File: src/rtl/mem_bus_arbiter.sv
// Two-requester round-robin arbiter that serialises 32-bit read/write transactions
// onto an 8-bit external bus as ADDR(4) / CMD(1) / TURN(n, reads) / DATA(4) / DONE(1).
module mem_bus_arbiter #(
    parameter int unsigned TURNAROUND = 1
) (
    input  logic        clk,
    input  logic        rst_n,
    input  logic        r0_req,
    input  logic        r0_we,
    input  logic [31:0] r0_addr,
    input  logic [31:0] r0_wdata,
    input  logic        r1_req,
    input  logic        r1_we,
    input  logic [31:0] r1_addr,
    input  logic [31:0] r1_wdata,
    output logic        r0_ack,
    output logic        r1_ack,
    output logic [31:0] rdata,
    output logic        busy,
    output logic [7:0]  pad_dout,
    input  logic [7:0]  pad_din,
    output logic [7:0]  pad_oe,
    output logic        pad_frame
);

    typedef enum logic [2:0] {StIdle, StAddr, StCmd, StTurn, StData, StDone} state_e;

    localparam logic [1:0] TurnLast = (TURNAROUND == 0) ? 2'd0 : 2'(TURNAROUND - 1);

    state_e      state_q, state_d;
    logic [1:0]  cnt_q, cnt_d;
    logic        grant_q, we_q, last_grant_q;
    logic [31:0] addr_q, wdata_q, rdata_q;
    logic        any_req, winner;

    assign any_req = r0_req | r1_req;
    // On a tie the requester not granted last wins.
    assign winner  = (r0_req && r1_req) ? ~last_grant_q : r1_req;

    always_ff @(posedge clk) begin
        if (!rst_n) begin
            state_q <= StIdle;
            cnt_q   <= 2'd0;
        end else begin
            state_q <= state_d;
            cnt_q   <= cnt_d;
        end
    end

    always_comb begin
        state_d = state_q;
        cnt_d   = cnt_q;
        unique case (state_q)
            StIdle: begin
                cnt_d = 2'd0;
                if (any_req) state_d = StAddr;
            end
            StAddr: begin
                if (cnt_q == 2'd3) begin
                    state_d = StCmd;
                    cnt_d   = 2'd0;
                end else begin
                    cnt_d = cnt_q + 2'd1;
                end
            end
            StCmd: begin
                cnt_d   = 2'd0;
                state_d = (we_q || TURNAROUND == 0) ? StData : StTurn;
            end
            StTurn: begin
                if (cnt_q == TurnLast) begin
                    state_d = StData;
                    cnt_d   = 2'd0;
                end else begin
                    cnt_d = cnt_q + 2'd1;
                end
            end
            StData: begin
                if (cnt_q == 2'd3) begin
                    state_d = StDone;
                    cnt_d   = 2'd0;
                end else begin
                    cnt_d = cnt_q + 2'd1;
                end
            end
            StDone:  state_d = StIdle;
            default: state_d = StIdle;
        endcase
    end

    // Transaction fields are frozen at grant so requester changes mid-flight are ignored.
    always_ff @(posedge clk) begin
        if (!rst_n) begin
            grant_q      <= 1'b0;
            we_q         <= 1'b0;
            addr_q       <= 32'h0;
            wdata_q      <= 32'h0;
            last_grant_q <= 1'b1;
            rdata_q      <= 32'h0;
        end else begin
            if (state_q == StIdle && any_req) begin
                grant_q      <= winner;
                last_grant_q <= winner;
                we_q         <= winner ? r1_we    : r0_we;
                addr_q       <= winner ? r1_addr  : r0_addr;
                wdata_q      <= winner ? r1_wdata : r0_wdata;
            end
            if (state_q == StData && !we_q) begin
                rdata_q[{cnt_q, 3'b000} +: 8] <= pad_din;
            end
        end
    end

    always_comb begin
        busy      = (state_q != StIdle);
        pad_frame = 1'b0;
        pad_oe    = 8'h00;
        pad_dout  = 8'h00;
        r0_ack    = 1'b0;
        r1_ack    = 1'b0;
        unique case (state_q)
            StIdle: ;
            StAddr: begin
                pad_frame = 1'b1;
                pad_oe    = 8'hFF;
                pad_dout  = addr_q[{cnt_q, 3'b000} +: 8];
            end
            StCmd: begin
                pad_frame = 1'b1;
                pad_oe    = 8'hFF;
                pad_dout  = {6'b0, grant_q, we_q};
            end
            StTurn: pad_frame = 1'b1;
            StData: begin
                pad_frame = 1'b1;
                if (we_q) begin
                    pad_oe   = 8'hFF;
                    pad_dout = wdata_q[{cnt_q, 3'b000} +: 8];
                end
            end
            StDone: begin
                r0_ack = ~grant_q;
                r1_ack = grant_q;
            end
            default: ;
        endcase
    end

    assign rdata = rdata_q;

endmodule

File: config.mk
export PLATFORM = sky130hd
export DESIGN_NAME = mem_bus_arbiter
export DESIGN_NICKNAME = d
export VERILOG_FILES = /design/src/rtl/mem_bus_arbiter.sv
export SDC_FILE = /design/constraint.sdc
export NUM_CORES = 1
export LEC_CHECK = 0
export CAP_MARGIN = 20
export CORE_ASPECT_RATIO = 0.5
export CORE_MARGIN = 2
export CORE_UTILIZATION = 46
export DETAILED_ROUTE_END_ITERATION = 7
export GPL_ROUTABILITY_DRIVEN = 0
export HOLD_SLACK_MARGIN = 0.08
export PLACE_DENSITY_LB_ADDON = 0.1
export SLEW_MARGIN = 10
export SYNTH_ARGS = -nofsm -noshare
export SYNTH_HDL_FRONTEND = slang
export SYNTH_SLANG_ARGS = --single-unit
File: constraint.sdc
create_clock -name clk -period 2.36 [get_ports clk]
set_input_delay 0.472 -clock clk [delete_from_list [all_inputs] [get_ports clk]]
set_output_delay 0.472 -clock clk [all_outputs]
set_load 0.01 [all_outputs]
# Yosys cells after proc, flatten, opt, wreduce, memory -nomap -nowiden
# Index checks and enable logic that the tools add are counted.
# word_totals
output_inout_bits	52
latchBits	0
ramBits	0
inputBits	142
word_cells	61
memories	0
reg_bits	104
rom_bits	0
# op_classes
n_mul	0
add_sub_neg	2
mux	21
n_div	0
eq_ne	10
bitwise_logic	3
magnitude_cmp	0
shift	4
n_reduce_logical	13
# ops
cell	count
$mux 32	2
$shiftx 32x6->8	2
$bwmux 32	1
$shift 8x7->32 const A	1
$shiftx 8x7->32	1
$pmux 8 s3	1
$mux 8	2
$pmux 8 s2	1
$mux 3	5
$pmux 3 s5	1
$ne 2x2->1 const B	4
$neg 5->7	1
$eq 3x2->1 const B	2
$eq 3x3->1 const B	2
$pmux 2 s3	1
$reduce_bool 3->1	2
$reduce_or 2->1	3
$mux 1	5
$mux 2	2
$reduce_and 4->1	1
$reduce_or 4->1	1
$eq 3x1->1 const B	1
$logic_and 1x1->1	3
$logic_not 3->1	1
other kinds (6)	7

# Depth between registers and ports, before layout
# depth
ltp_word	3
ltp_mapped	9
ltp_nobuf	5

# Worst setup path after synthesis
# Ideal clock, no wire load.
# synth_timing
path_kind	flip-flop to output port
startpoint	register state_q[1]
endpoint	output pad_oe[1]
slack_ns	0.104
required_time_ns	1.888
arrival_time_ns	1.784
n_path_buf	3
path_stages_with_launch	6
cell_sequence	dfxtp_1 > buf_2 > clkbuf_1 > xnor2_1 > o21ai_0 > buf_4
# synth_between
elab_chain_cells	3
elab_cells_between_ends	5
classes_between	eq/ne (3); mux (1); reduce/logical (1)
# synth_lines
item	line	rtl
from (decl)	30	state_e state_q, state_d;
from (signal assigned)	42	state_q <= StIdle;
from (signal assigned)	45	state_q <= state_d;
$eq 3x2->1 / $eq 3x1->1 (equally long branches)	121	unique case (state_q)
$reduce_or 2->1 (no source line)	-	
$pmux 8 s2 *	121	
to (decl)	22	output logic [7:0] pad_oe,
# Mark *: on every way between the ends. The rest lies on a longest branch, timed or not.

# Worst setup path in the final report
# layout_timing
startpoint	register cnt_q[1]
endpoint	output pad_dout[2]
# layout_between
elab_chain_cells	3
elab_cells_between_ends	4
classes_between	shift (2); mux (2)
# layout_lines
item	line	rtl
from (decl)	31	logic [1:0] cnt_q, cnt_d;
from (signal assigned)	46	cnt_q <= cnt_d;
$shiftx 32x6->8	138	pad_dout = wdata_q[{cnt_q, 3'b000} +: 8];
$mux 8	136	if (we_q) begin
$pmux 8 s3 *	121	
to (decl)	20	output logic [7:0] pad_dout,
# Marks and branches as above.

==> results.tsv <==
stage	metric	value	unit
drt	via count	5045	
global_route	pin count of the biggest net entering global routing	103	
power	P_leak	2.82	nW
logic_synthesis	cell accounting for the most synthesized area	dfxtp_1	
timing	f_max	0.433	GHz
die	Die Footprint	12900	um2
finish	Area Growth Syn to Fin	43.2	%
cts	H-tree level count	3	
logic_synthesis	syn nets	723	
die	number of placed I/O pins	194	
logic_synthesis	number of synthesized flops with an enable pin	0	
cts	Root Driver	clkbuf_16	
die	Starting Density	46.9	%
cts	clock sink count	104	
global_route	antenna violations before repair	0	
finish	Final nets	886	
die	num rows	28	
drt	Initial DRC Count	342	
logic_synthesis	Syn Area/Cell	9.60	um2
logic_synthesis	Warnings, synthesis	0	
die	die height	81.4	um
critical_path	Crit path required time	1.89	ns
finish	fraction of layout cells with a size suffix above 1	12.7	%
status	outcome	finished clean	
cts	clock buffer depth	2	
timing	setup violators final	0	
cts	register clock-pin slew on the reported worst setup and hold paths	0.07	ns
finish	Cell Count, Final, Fillers Out	907	
logic_synthesis	Mapped Area	5520	um2
global_route	vias in the first global route	4739	
critical_path	CP Max Fanout	8	
logic_synthesis	synthesized flop and latch total	104	
timing	Layout Skew	0.00695	ns
logic_synthesis	Distinct cells, synth	47	
critical_path	endpoint class of the critical path	output port	
timing	setup TNS	0	ns
drt	Post-DRT Antenna Nets	0	
placed_design	placed cells	890	
placed_design	Final HPWL DP	11.0	mm
cts	TritonCTS Buffers	9	
placed_design	Placed Area	7520	um2
die	core area	11800	um2
min_path	class of the worst hold path	reg -> reg	
logic_synthesis	Post-synth ARST share	0	%
timing	slew of the pin with the lowest slew margin	0.731	ns
timing	min cycle time layout	2.31	ns
power	P per Cell Area	555	nW/um2
finish	final instance area	7900	um2
logic_synthesis	Synth Flop Type	dfxtp_1	
critical_path	CP Class	reg -> out	
drt	routed wire length	15.3	mm
timing	period utilisation layout	97.8	%
placed_design	IO buf count	193	
global_route	Total GRT Usage	23.9	%
cts	CTS tree	done	
finish	Antenna diodes	0	
drt	Wirelength per Cell	16.9	um
power	Max rail drop VDD	0.315	mV
timing	final hold violation count	0	
critical_path	arrival time worst endpoint	1.84	ns
global_route	global-route wire length before repair	24.6	mm
timing	Slew Viols, Final	0	
finish	fill count	994	
die	die width	159	um
global_route	total grt overflow	0	
drt	Remaining DRCs	0	
logic_synthesis	Yosys top cell area share	37.7	%
cts	clk_lat worst skew	0.35	ns
timing	slew margin rel.	51.3	%
drt	vias per std cell	5.56	
critical_path	startpoint type of the worst setup path	flop	
logic_synthesis	Syn Inst Count	575	
logic_synthesis	post-synthesis sequential area ratio	37.7	%
logic_synthesis	top post-synthesis cells by area	dfxtp_1 (38%), mux2i_1 (12%), a21oi_1 (9.4%)	
drt	TritonRoute pass-1 iters	5	
run	Max-Cap Viols	0	
==> layout by cell type, fill, tap and decap left out, types with 3 or more instances in the layout <==
cell               n
inv_6              3
nor3b_2            3
dfxtp_4            3
buf_4             19
o22ai_1            6
dlygate4sd2_1     12
a211oi_2           8
clkbuf_16          9
mux2_2             5
mux4_2            14
nand4_1           34
dfxtp_1           99
mux2i_1           66
buf_12             5
o21ai_1           30
inv_1             19
o21ai_0            7
clkdlybuf4s50_1  178
a21oi_1          104
nand2_1            5
buf_6              3
ha_1               6
a211oi_1          57
==> timing repair <==
action	4_1_cts	5_1_grt
hold buffers	0	0
endpoints found under the setup margin	18	8
resized for setup	31	11
buffers inserted	1	1
==> synthesized netlist by cell type, types with 2 or more instances <==
cell and count:
nor3b_1 2, clkbuf_1 23, buf_4 16, buf_2 19, o211ai_1 2, mux2i_1 66, a32oi_1 2, nand4_1 34
nand2_1 5, nor3b_2 2, o21ai_0 8, mux2_2 5, nor2_1 4, a21oi_1 104, xnor2_1 2, a211oi_1 57
o21a_1 2, buf_6 10, ha_1 6, dfxtp_1 104, buf_1 2, o21ai_1 30, o22ai_1 6, mux4_2 14
and3_1 2, a211oi_2 8, inv_1 20
==> worst max-delay path, cell delays in order (launching register included) <==
cell	delay [ns]
dfxtp_2	0.36
buf_6	0.16
mux4_2	0.53
inv_1	0.07
o22ai_1	0.08
dlygate4sd2_1	0.29
==> per-layer routing <==
| metal | routed length [um] | share of wire [%] | GRT usage (%) |
|---|---|---|---|
| met1 | 7320 | 48 | 32.6 |
| met4 | 123 | 0.80 | 5.09 |
| met2 | 7100 | 46 | 40.0 |
| met5 | 0 | 0 | 0 |
| met3 | 812 | 5.3 | 5.00 |
==> through the flow <==
step,power (mW),setup slack [ns],hold slack (ns),utilization (%)
4_1_cts,4.40,0.00238,0.482,66.7
5_1_grt,4.56,-0.000686,0.504,67.1
2_1_floorplan,2.50,0.104,0.476,-
3_3_place_gp,2.91,0.0982,0.462,63.9
6_report,4.38,0.0513,0.478,67.1
3_5_place_dp,2.92,0.0512,0.472,63.9
==> registers in the layout, indices dropped and copies added, names as in the netlist <==
signal,count
addr_q,32
cnt_q,2
grant_q,1
last_grant_q,1
rdata,32
state_q,3
wdata_q,32
we_q,1
==> final timing paths <==
kind	from	to	slack (ns)	depth (start not counted)
worst max-delay path	cnt_q[1]$_SDFFE_PN0P_	pad_dout[2]	0.05	5
worst min-delay path	rdata[7]$_SDFFE_PN0P_	rdata[7]$_SDFFE_PN0P_	0.48	2
worst max register to register	cnt_q[1]$_SDFFE_PN0P_	rdata[3]$_SDFFE_PN0P_	0.28	8
worst min register to register	rdata[7]$_SDFFE_PN0P_	rdata[7]$_SDFFE_PN0P_	0.48	2
==> power by group <==
part / total [mW] / switching [mW] / internal [mW] / leakage (nW)
clock: 1.50 / 0.669 / 0.829 / 0.140
sequential: 1.94 / 0.0748 / 1.87 / 0.858
combinational: 0.942 / 0.423 / 0.519 / 1.82
==> cell families (layout without fill, tap and decap cells) <==
kind of cell / after synthesis / count (layout) / share of synthesized area (%)
AOI/OAI and AO/OA: 224 / 224 / 24.8
xor gates and xnor gates: 2 / 2 / 0.318
adders and majority gates: 6 / 6 / 1.36
buffers and inverters: 91 / 258 / 9.07
DFF: 104 / 104 / 37.7
muxes: 85 / 85 / 18.7
and+or+nand+nor: 63 / 63 / 8.00
==> final cells by class <==
type | count | area, um2 | area share (%)
clock inverter | 5 | 63.8 | 0.808
timing repair buffer | 222 | 2230 | 28.2
sequential | 104 | 2100 | 26.5
multi-input combinational | 380 | 3000 | 38.0
tap | 165 | 206 | 2.61
inverter | 21 | 80.1 | 1.01
clock buffer | 10 | 229 | 2.90
No activity file was read; power rests on OpenSTA's default activity.
